==> config.mk <==
export PLATFORM = sky130hd
export DESIGN_NAME = d7s_scan_ctrl
export DESIGN_NICKNAME = d
export VERILOG_FILES = /design/src/rtl/d7s_scan_ctrl.sv
export SDC_FILE = /design/constraint.sdc
export NUM_CORES = 1
export LEC_CHECK = 0
export BUFFER_PORTS_ARGS = -buffer_cell sky130_fd_sc_hd__buf_4
export CAP_MARGIN = 20
export CORE_MARGIN = 1.5
export CORE_UTILIZATION = 55
export CTS_CLUSTER_SIZE = 40
export DETAILED_ROUTE_END_ITERATION = 8
export PLACE_DENSITY_LB_ADDON = 0.08
export SYNTH_ARGS = -nofsm -noshare
export SYNTH_HDL_FRONTEND = slang
export SYNTH_SLANG_ARGS = --single-unit
==> constraint.sdc <==
create_clock -name clk -period 4.4 [get_ports clk]
set_input_delay 0.22 -clock clk [delete_from_list [all_inputs] [get_ports clk]]
set_output_delay 0.22 -clock clk [all_outputs]
set_load 0.03 [all_outputs]
==> src/rtl/d7s_scan_ctrl.sv <==
// d7s_scan_ctrl: three-digit multiplexed seven-segment scan scheduler.
// Each digit gets DEAD blanking cycles followed by DIV lit cycles, in the
// order units -> tens -> hundreds. A new BCD value is accepted through a
// valid/ready handshake into a pending buffer. The value is swapped onto the
// display only on the last cycle of a frame, so the shown number never tears.
// Optional feature macro: D7S_LZB_EN (leading-zero blanking of tens/hundreds).
module d7s_scan_ctrl #(
    parameter int DIV  = 1000,
    parameter int DEAD = 8
) (
    input  logic        clk,
    input  logic        rst,
    input  logic [11:0] bcd_in,
    input  logic        load_valid,
    output logic        load_ready,
    output logic [2:0]  transistor,
    output logic [6:0]  d7sp,
    output logic        frame_done
);

    localparam int MAXC = (DIV > DEAD) ? DIV : DEAD;
    localparam int CW   = $clog2(MAXC + 1);
    localparam logic [CW-1:0] DEAD_LAST = CW'(DEAD - 1);
    localparam logic [CW-1:0] DIV_LAST  = CW'(DIV - 1);

    typedef enum logic {BLANK, ON} phase_t;

    phase_t          phase, phase_nx;
    logic [1:0]      digit, digit_nx;
    logic [CW-1:0]   cnt, cnt_nx;

    logic [11:0]     disp, pend, disp_nx;
    logic            pend_full;
    logic            frame_last, swap, accept;

    logic [2:0]      transistor_nx;
    logic [6:0]      d7sp_nx;
    logic            frame_done_nx;
    logic [3:0]      nib;
    logic            lz_blank;

    // Seven-segment decode {g,f,e,d,c,b,a}; non-BCD nibbles show a dash.
    function automatic logic [6:0] seg7(input logic [3:0] n);
        case (n)
            4'd0:    seg7 = 7'h3F;
            4'd1:    seg7 = 7'h06;
            4'd2:    seg7 = 7'h5B;
            4'd3:    seg7 = 7'h4F;
            4'd4:    seg7 = 7'h66;
            4'd5:    seg7 = 7'h6D;
            4'd6:    seg7 = 7'h7D;
            4'd7:    seg7 = 7'h07;
            4'd8:    seg7 = 7'h7F;
            4'd9:    seg7 = 7'h6F;
            default: seg7 = 7'h40;
        endcase
    endfunction

    // Last cycle of the hundreds ON phase closes the frame.
    assign frame_last = (phase == ON) && (digit == 2'd2) && (cnt == DIV_LAST);
    // Ready is low whenever a swap happens, so swap and accept are exclusive.
    assign swap       = frame_last && pend_full;
    assign accept     = load_valid && !pend_full;
    assign load_ready = !pend_full;
    assign disp_nx    = swap ? pend : disp;

    // Phase FSM state register.
    // NOTE: every clocked process uses non-blocking assignments so all state updates see pre-edge values.
    always_ff @(posedge clk or posedge rst) begin
        if (rst) begin
            phase <= BLANK;
            digit <= 2'd0;
            cnt   <= '0;
        end else begin
            phase <= phase_nx;
            digit <= digit_nx;
            cnt   <= cnt_nx;
        end
    end

    // Next-state logic: BLANK for DEAD cycles, ON for DIV cycles, then next digit.
    // NOTE: defaults at the top of a combinational block keep every path assigned, so no latch is inferred.
    always_comb begin
        phase_nx = phase;
        digit_nx = digit;
        cnt_nx   = cnt + CW'(1);
        case (phase)
            BLANK: begin
                if (cnt == DEAD_LAST) begin
                    phase_nx = ON;
                    cnt_nx   = '0;
                end
            end
            ON: begin
                if (cnt == DIV_LAST) begin
                    phase_nx = BLANK;
                    cnt_nx   = '0;
                    digit_nx = (digit == 2'd2) ? 2'd0 : digit + 2'd1;
                end
            end
            default: begin
                phase_nx = BLANK;
                cnt_nx   = '0;
                digit_nx = 2'd0;
            end
        endcase
    end

    // Double buffer: accept into pend, move pend to disp at the frame boundary.
    always_ff @(posedge clk or posedge rst) begin
        if (rst) begin
            disp      <= 12'h000;
            pend      <= 12'h000;
            pend_full <= 1'b0;
        end else begin
            disp <= disp_nx;
            if (swap) begin
                pend_full <= 1'b0;
            end else if (accept) begin
                pend      <= bcd_in;
                pend_full <= 1'b1;
            end
        end
    end

    // Output decode from the next state, so the registered outputs line up with the phase.
    always_comb begin
        transistor_nx = 3'b000;
        d7sp_nx       = 7'h00;
        frame_done_nx = 1'b0;
        lz_blank      = 1'b0;
        case (digit_nx)
            2'd1:    nib = disp_nx[7:4];
            2'd2:    nib = disp_nx[11:8];
            default: nib = disp_nx[3:0];
        endcase
`ifdef D7S_LZB_EN
        if (digit_nx == 2'd2)
            lz_blank = (disp_nx[11:8] == 4'd0);
        else if (digit_nx == 2'd1)
            lz_blank = (disp_nx[11:8] == 4'd0) && (disp_nx[7:4] == 4'd0);
`endif
        if (phase_nx == ON) begin
            transistor_nx = 3'b001 << digit_nx;
            d7sp_nx       = lz_blank ? 7'h00 : seg7(nib);
            frame_done_nx = (digit_nx == 2'd2) && (cnt_nx == DIV_LAST);
        end
    end

    // Output registers: pins are driven only from flops.
    always_ff @(posedge clk or posedge rst) begin
        if (rst) begin
            transistor <= 3'b000;
            d7sp       <= 7'h00;
            frame_done <= 1'b0;
        end else begin
            transistor <= transistor_nx;
            d7sp       <= d7sp_nx;
            frame_done <= frame_done_nx;
        end
    end

endmodule

== After elaboration in Yosys (flattened, before gate mapping) ==
Memory sizes are Yosys's and may differ from the RTL's.
Index checks and enable logic that the tools add are counted.
W data, S select, Z words.

* Flip-flop bits (word level): 49
* Latch bits: 0
* Memory bits (writable): 0
* Bits in read-only memories: 112
* Bits of input ports: 15
* Logic and storage cells: 45
* Memories kept: 1

{| class="wikitable"
|+ Memories
! name !! words !! bits a word !! read ports !! clocked after Yosys merged registers in !! write ports !! RTL line !! text
|-
| (no name shown) || 16 || 7 || 1 || 0 || 0 || 44 || <nowiki>case (n)</nowiki>
|}

* Add/subtract/negate cells: 2
* Multipliers: 0
* Divide/modulo/power cells: 0
* $lt $le $gt $ge: 0
* Equality and inequality tests: 6
* Shift-type cells: 1
* Muxes and demuxes: 16
* Bitwise logic cells: 2
* Reduce and logical (&&, ||, !) cells: 8

{| class="wikitable"
|+ Operators with widths
! kind !! count
|-
| $eq A10 B10 Y1 const B || 2
|-
| $mux W10 || 2
|-
| $pmux W10 S2 || 1
|-
| $mux W12 || 1
|-
| $add A10 B1 Y10 const B || 1
|-
| $eq A10 B3 Y1 const B || 1
|-
| $pmux W4 S2 || 1
|-
| $mux W7 || 1
|-
| $mux W2 || 3
|-
| $logic_and A1 B1 Y1 || 5
|-
| $mux W1 || 5
|-
| $eq A2 B2 Y1 const B || 2
|-
| $mux W3 || 1
|-
| $shl A1 B2 Y3 const A || 1
|-
| $add A2 B1 Y2 const B || 1
|-
| $eq A2 B1 Y1 const B || 1
|-
| $not A1 Y1 || 2
|-
| $pmux W1 S2 || 1
|-
| $reduce_and A2 Y1 || 1
|-
| $reduce_bool A2 Y1 || 1
|-
| $logic_not A1 Y1 || 1
|}

== Logic depth before layout (Yosys ltp) ==
An unclocked memory read counts as a cell.

* Depth in word-level cells: 8
* Gate-level depth with buffers: 16
* Mapped depth without buffers: 15

== Worst setup path before layout ==
OpenSTA, ideal clock, no wires.

* Path kind: reg2reg
* From: reg cnt[0]
* To: reg d7sp[0]
* Setup time: 0.077 ns
* Arrival: 3.027 ns
* Data required time: 4.323 ns
* Slack: 1.296 ns
* Stages on the path, launching flop included: 15
* Clock period less this slack: 3.104 ns
* Cells stage by stage: dfrtp_1 > ha_1 > and4bb_2 > nand2_1 > nor2_1 > nand2_1 > and2_1 > ha_1 > buf_2 > and2_1 > a211oi_1 > inv_1 > ha_1 > mux2_4 > o21ai_1

* Longest elaborated chain between the ends: 7

{| class="wikitable"
|+ Ends and longest elaborated chain
! what !! RTL line !! text
|-
| start: declaration || 30 || <nowiki>logic [CW-1:0] cnt, cnt_nx;</nowiki>
|-
| start signal: assignment || 77 || <nowiki>cnt <= cnt_nx;</nowiki>
|-
| $eq A10 B10 Y1 || 60, 95 ||
|-
| $mux W2 / $logic_and A1 B1 Y1 (equally long branches) || 95, 60 ||
|-
| $mux W2 / $logic_and A1 B1 Y1 (equally long branches) || 87, 62 ||
|-
| $eq A2 B2 Y1 (tied with other cells) || 132 || <nowiki>case (digit_nx)</nowiki>
|-
| $pmux W4 S2 || 132 ||
|-
| $mem_v2 Z16 W7 || n/a ||
|-
| $mux W7 (*) || 143 || <nowiki>if (phase_nx == ON) begin</nowiki>
|-
| named net d7sp_nx[0] || 37 || <nowiki>logic [6:0] d7sp_nx;</nowiki>
|-
| end signal: assignment || 158 || <nowiki>d7sp <= d7sp_nx;</nowiki>
|-
| end: declaration || 17 || <nowiki>output logic [6:0] d7sp,</nowiki>
|}

Mark *: on every way through the listed nets, which the timed path passes. The rest lies on a longest branch.
A chain may end at the register's enable or synchronous reset.

== Worst setup path after layout ==
* From: reg cnt[0]
* To: reg d7sp[0]

* Longest elaborated chain between the ends: 7

{| class="wikitable"
|+ Ends and longest elaborated chain
! what !! RTL line !! text
|-
| $eq A10 B10 Y1 || 60 || <nowiki>assign frame_last = (phase == ON) && (digit == 2'd2) && (cnt == DIV_LAST);</nowiki>
|-
| $logic_and A1 B1 Y1 || 60 ||
|-
| $logic_and A1 B1 Y1 || 62 || <nowiki>assign swap = frame_last && pend_full;</nowiki>
|-
| $mux W12 || 65 || <nowiki>assign disp_nx = swap ? pend : disp;</nowiki>
|-
| named net disp_nx[4] || 32 || <nowiki>logic [11:0] disp, pend, disp_nx;</nowiki>
|-
| $pmux W4 S2 || 132 ||
|-
| $mem_v2 Z16 W7 || n/a ||
|-
| $mux W7 || 143 ||
|-
| named net d7sp_nx[0] || 37 ||
|}

The timed path passes the listed nets, and every way through them passes these cells.

==> summary.md <==
| Metric | Value |
|---|---|
| Status | complete, no violations |
| Launching instance or port of the critical path | cnt[0] |
| Switching power total | around 0.17 mW |
| Maximum root-to-sink buffer count | 2 |
| Number of instances in the synthesized netlist | between 150 and 200 |
| Fraction of post-synthesis cell area in the top cell type by area | between 50% and 60% |
| Max FO, Critical Path | 9 |
| Core area | approximately 4000 um^2 |
| FF-to-FF path depth | 10 |
| Combinational power share | 4.2% |
| Remaining DRCs | 0 |
| Main synth FF type | dfrtp_1 |
| Transition at the pin with the smallest max-transition slack | 1028 ps |
| Per-cell via count in the routed design | about 5.4 |
| Residual antenna-violating net count after detailed routing | 0 |
| Final count of negative-setup-slack endpoints | 0 |
| Pre-antenna DRT Iters | 4 |
| Starting utilization of the core area | 57.98% |
| Clock Pin Slew Worst Setup and Hold Paths | around 90 ps |
| Power density cells | a little under 300 nW/um^2 |
| Vias post-DR | around 1500 |
| Max-slew violations | 0 |
| Seq/Total Area, Yosys | around 52% |
| Max Clock Freq | around 0.29 GHz |
| Area contributors post-synth | dfrtp_1, mux2_2, ha_1 |
| Number of unique standard cell types used by synthesis | 44 |
| Proportion of power drawn by flip-flops and latches | 60.5% |
| Antenna violations before repair | 0 |
| Endpoint class of the critical path | flop |
| Sw Share | 21.46% |
| Critical path destination | d7sp[0] |
| Internal power consumption | 0.6098 mW |
| Drt initial violations | 66 |
| Worst hold path startpoint | bcd_in[9] |
| Layout filler cell count | ~310 |
| Startpoint type of the worst setup path | flop |
| Final worst path period share | around four fifths |
| Part of the power in the clock network | 35.3% |
| Y dimension of the die | a little under 70 um |
| Hold buffer count at CTS | 0 |
| Cell area after technology mapping | approximately 2300 um^2 |
| Number of setup buffers added after CTS | 0 |
| CP Data Required Time | between 4000 and 5000 ps |
| Antenna Cells | 0 |
| Design Power | about 0.78 mW |
| Unrepaired setup endpoints after global routing | no |
| Number of synthesized register bits | 49 |
| GRT overflow | 0 |
| First-pass GRT wire length | between 6000 and 7000 um |
| Post-detail-place hpwl | around 3000 um |
| Worst supply voltage drop on vdd | between 200 and 300 uV |
| Area grow syn2layout | 15.21% |
| Htree depth | 2 |
| Biggest area consumer among synthesized cells | dfrtp_1 |
| Number of global-route vias before repair | ~1500 |
| Synth Net Count | roughly 210 |
| Register-to-register setup slack | roughly 900 ps |
| Root cell of the clock tree | clkbuf_8 |
| Die extent in x | approximately 70 um |
| # port buffers | 26 |
| Number of max-cap violations | 0 |
| Combined global-route utilization of all metal layers | 19.92% |
| Total wire length after detailed routing | around 4100 um |
| Setup Total Neg Slack | 0 ps |
| Maximum number of pins on one net before global-route repair | 50 |
| Setup clock skew after layout | 4.756 ps |
| Proportion of register bits with asynchronous set or reset after synthesis | 100.0% |
| Insertion delay to the later sink of the worst-skew pair | ~300 ps |
| Number of warnings issued by yosys | 0 |
| Clock net sink count | 49 |
| Die Area | 4647 um^2 |
| Classification of the worst-slack hold path | primary input to flop |
| Worst Path Arrival | around 3700 ps |
| Hold Violations, Final | 0 |
| Number of CTS-inserted buffers | 5 |
| Startpoint of the worst register-to-register path | cnt[0] |
| Wire per inst | ~15 um |
| Worst slew margin | around a third |
| Static leakage | 1.320 nW |
| Synthesized area per cell | ~12 um^2 |
| Number of I/O pins | 27 |
| Critical register-to-register path endpoint | d7sp[0] |
| Final Net Count | roughly 240 |
| Number of synthesized flops with an enable pin | 0 |
| CTS tree | built |
| Weighted congestion at the end of routability-driven global placement | just under 0.9 |
| Share of post-route cells with drive strength above 1 | 30.77% |
| Time the final worst path needs with I/O delays and setup | between 3000 and 4000 ps |
| Worst setup path category | flop to flop |
| Row cnt | 23 |
| Post-cts gate resize count | 0 |
-- state kept, by name (all words and copies together) (netlist names) --
register and count:
cnt 10, d7sp 7, digit 2, disp 12
frame_done 1, pend 12, pend_full 1, phase 1
transistor 3
-- synthesized netlist by cell type, types with 2 or more instances --
| cell | n |
|---|---|
| nor4_1 | 2 |
| and2_1 | 5 |
| mux2_2 | 17 |
| buf_2 | 2 |
| inv_1 | 10 |
| a21oi_1 | 4 |
| ha_1 | 9 |
| nand3_1 | 4 |
| xor2_1 | 5 |
| mux2_4 | 5 |
| nor2_1 | 17 |
| mux2i_1 | 4 |
| xnor2_1 | 3 |
| o21ai_0 | 4 |
| o21ai_1 | 4 |
| nor2b_1 | 2 |
| mux2_1 | 3 |
| nand2_1 | 10 |
| dfrtp_1 | 49 |
| and3_1 | 4 |
| buf_6 | 2 |
| mux2i_2 | 2 |
-- power by group through the flow --
stage	logic (mW)	clock network [mW]	registers (mW)
floorplan	0.0181	0	0.476
detailed placement	0.0311	0	0.479
global route	0.0370	0.299	0.471
global placement	0.0293	0	0.478
CTS	0.0311	0.285	0.470
finish	0.0328	0.274	0.469
-- cells by family after synthesis --
logic type               synth area share [%]
buffers and inverters                   3.160
AO/OA/AOI/OAI                           6.107
XOR/XNOR                                3.000
flip-flops                              52.49
multiplexers                            15.75
adder cells (fa/ha/maj)                 4.821
AND/OR/NAND/NOR                         14.68
-- critical path, cell delays in order, from the launching register on --
cell and delay (ps):
dfrtp_1 400, ha_1 320, nand4bb_4 160, nor4_4 670
mux2_1 400, and3_1 190, a211oi_1 480, inv_1 150
ha_1 250, mux2_4 270, o21ai_1 140
-- layer usage --
metal  track usage (%)  vias to the layer above  part of all wire, %
met1             25.38                      703                   45
met4             6.000                        0                 0.98
met5                 0                        -                    0
met3             4.934                        5                  3.9
li1                  -                      722                    -
met2             33.50                       37                   50
-- final cells by class --
cell class / instances / area (um^2) / share of cell area [%]
clock buffer: 6 / 82.58 / 3.068
clock inverter: 2 / 13.76 / 0.5114
inverter: 10 / 37.54 / 1.395
multi-input combinational: 125 / 1036 / 38.49
sequential: 49 / 1226 / 45.56
tap: 50 / 62.56 / 2.325
timing repair buffer: 29 / 232.7 / 8.647
-- placed cells by master, fill, tap and decap left out, types with 2 or more instances in the layout --
| cell | instances |
|---|---|
| a21oi_1 | 4 |
| and2_1 | 5 |
| and3_1 | 4 |
| buf_4 | 27 |
| clkbuf_8 | 6 |
| dfrtp_1 | 49 |
| ha_1 | 9 |
| inv_1 | 9 |
| mux2_1 | 3 |
| mux2_2 | 17 |
| mux2_4 | 5 |
| mux2i_1 | 4 |
| mux2i_2 | 2 |
| nand2_1 | 10 |
| nand3_1 | 4 |
| nor2_1 | 17 |
| nor2b_1 | 2 |
| nor4_1 | 2 |
| o21ai_0 | 4 |
| o21ai_1 | 4 |
| xnor2_1 | 3 |
| xor2_1 | 5 |
-- worst min path at each step --
stage / to / slack, ps / depth (start not counted)
finish: pend[9] / 150 / 2
global route: pend[7] / 130 / 2
CTS: pend[9] / 140 / 2
detailed placement: pend[3] / 460 / 2
global placement: pend[10] / 450 / 2
floorplan: pend_full / 340 / 2
-- metrics by stage --
step,instances,util [%],hold slack (ps),setup slack [ps],cell area (um^2)
floorplan,189,-,345.0,1296,2336
global placement,261,63.66,452.5,1065,2565
detailed placement,261,63.66,458.0,944.0,2565
CTS,269,66.06,137.9,926.3,2661
global route,271,66.80,132.9,662.1,2691
finish,271,66.80,148.5,896.9,2691
(Power assumes the default switching activity.)
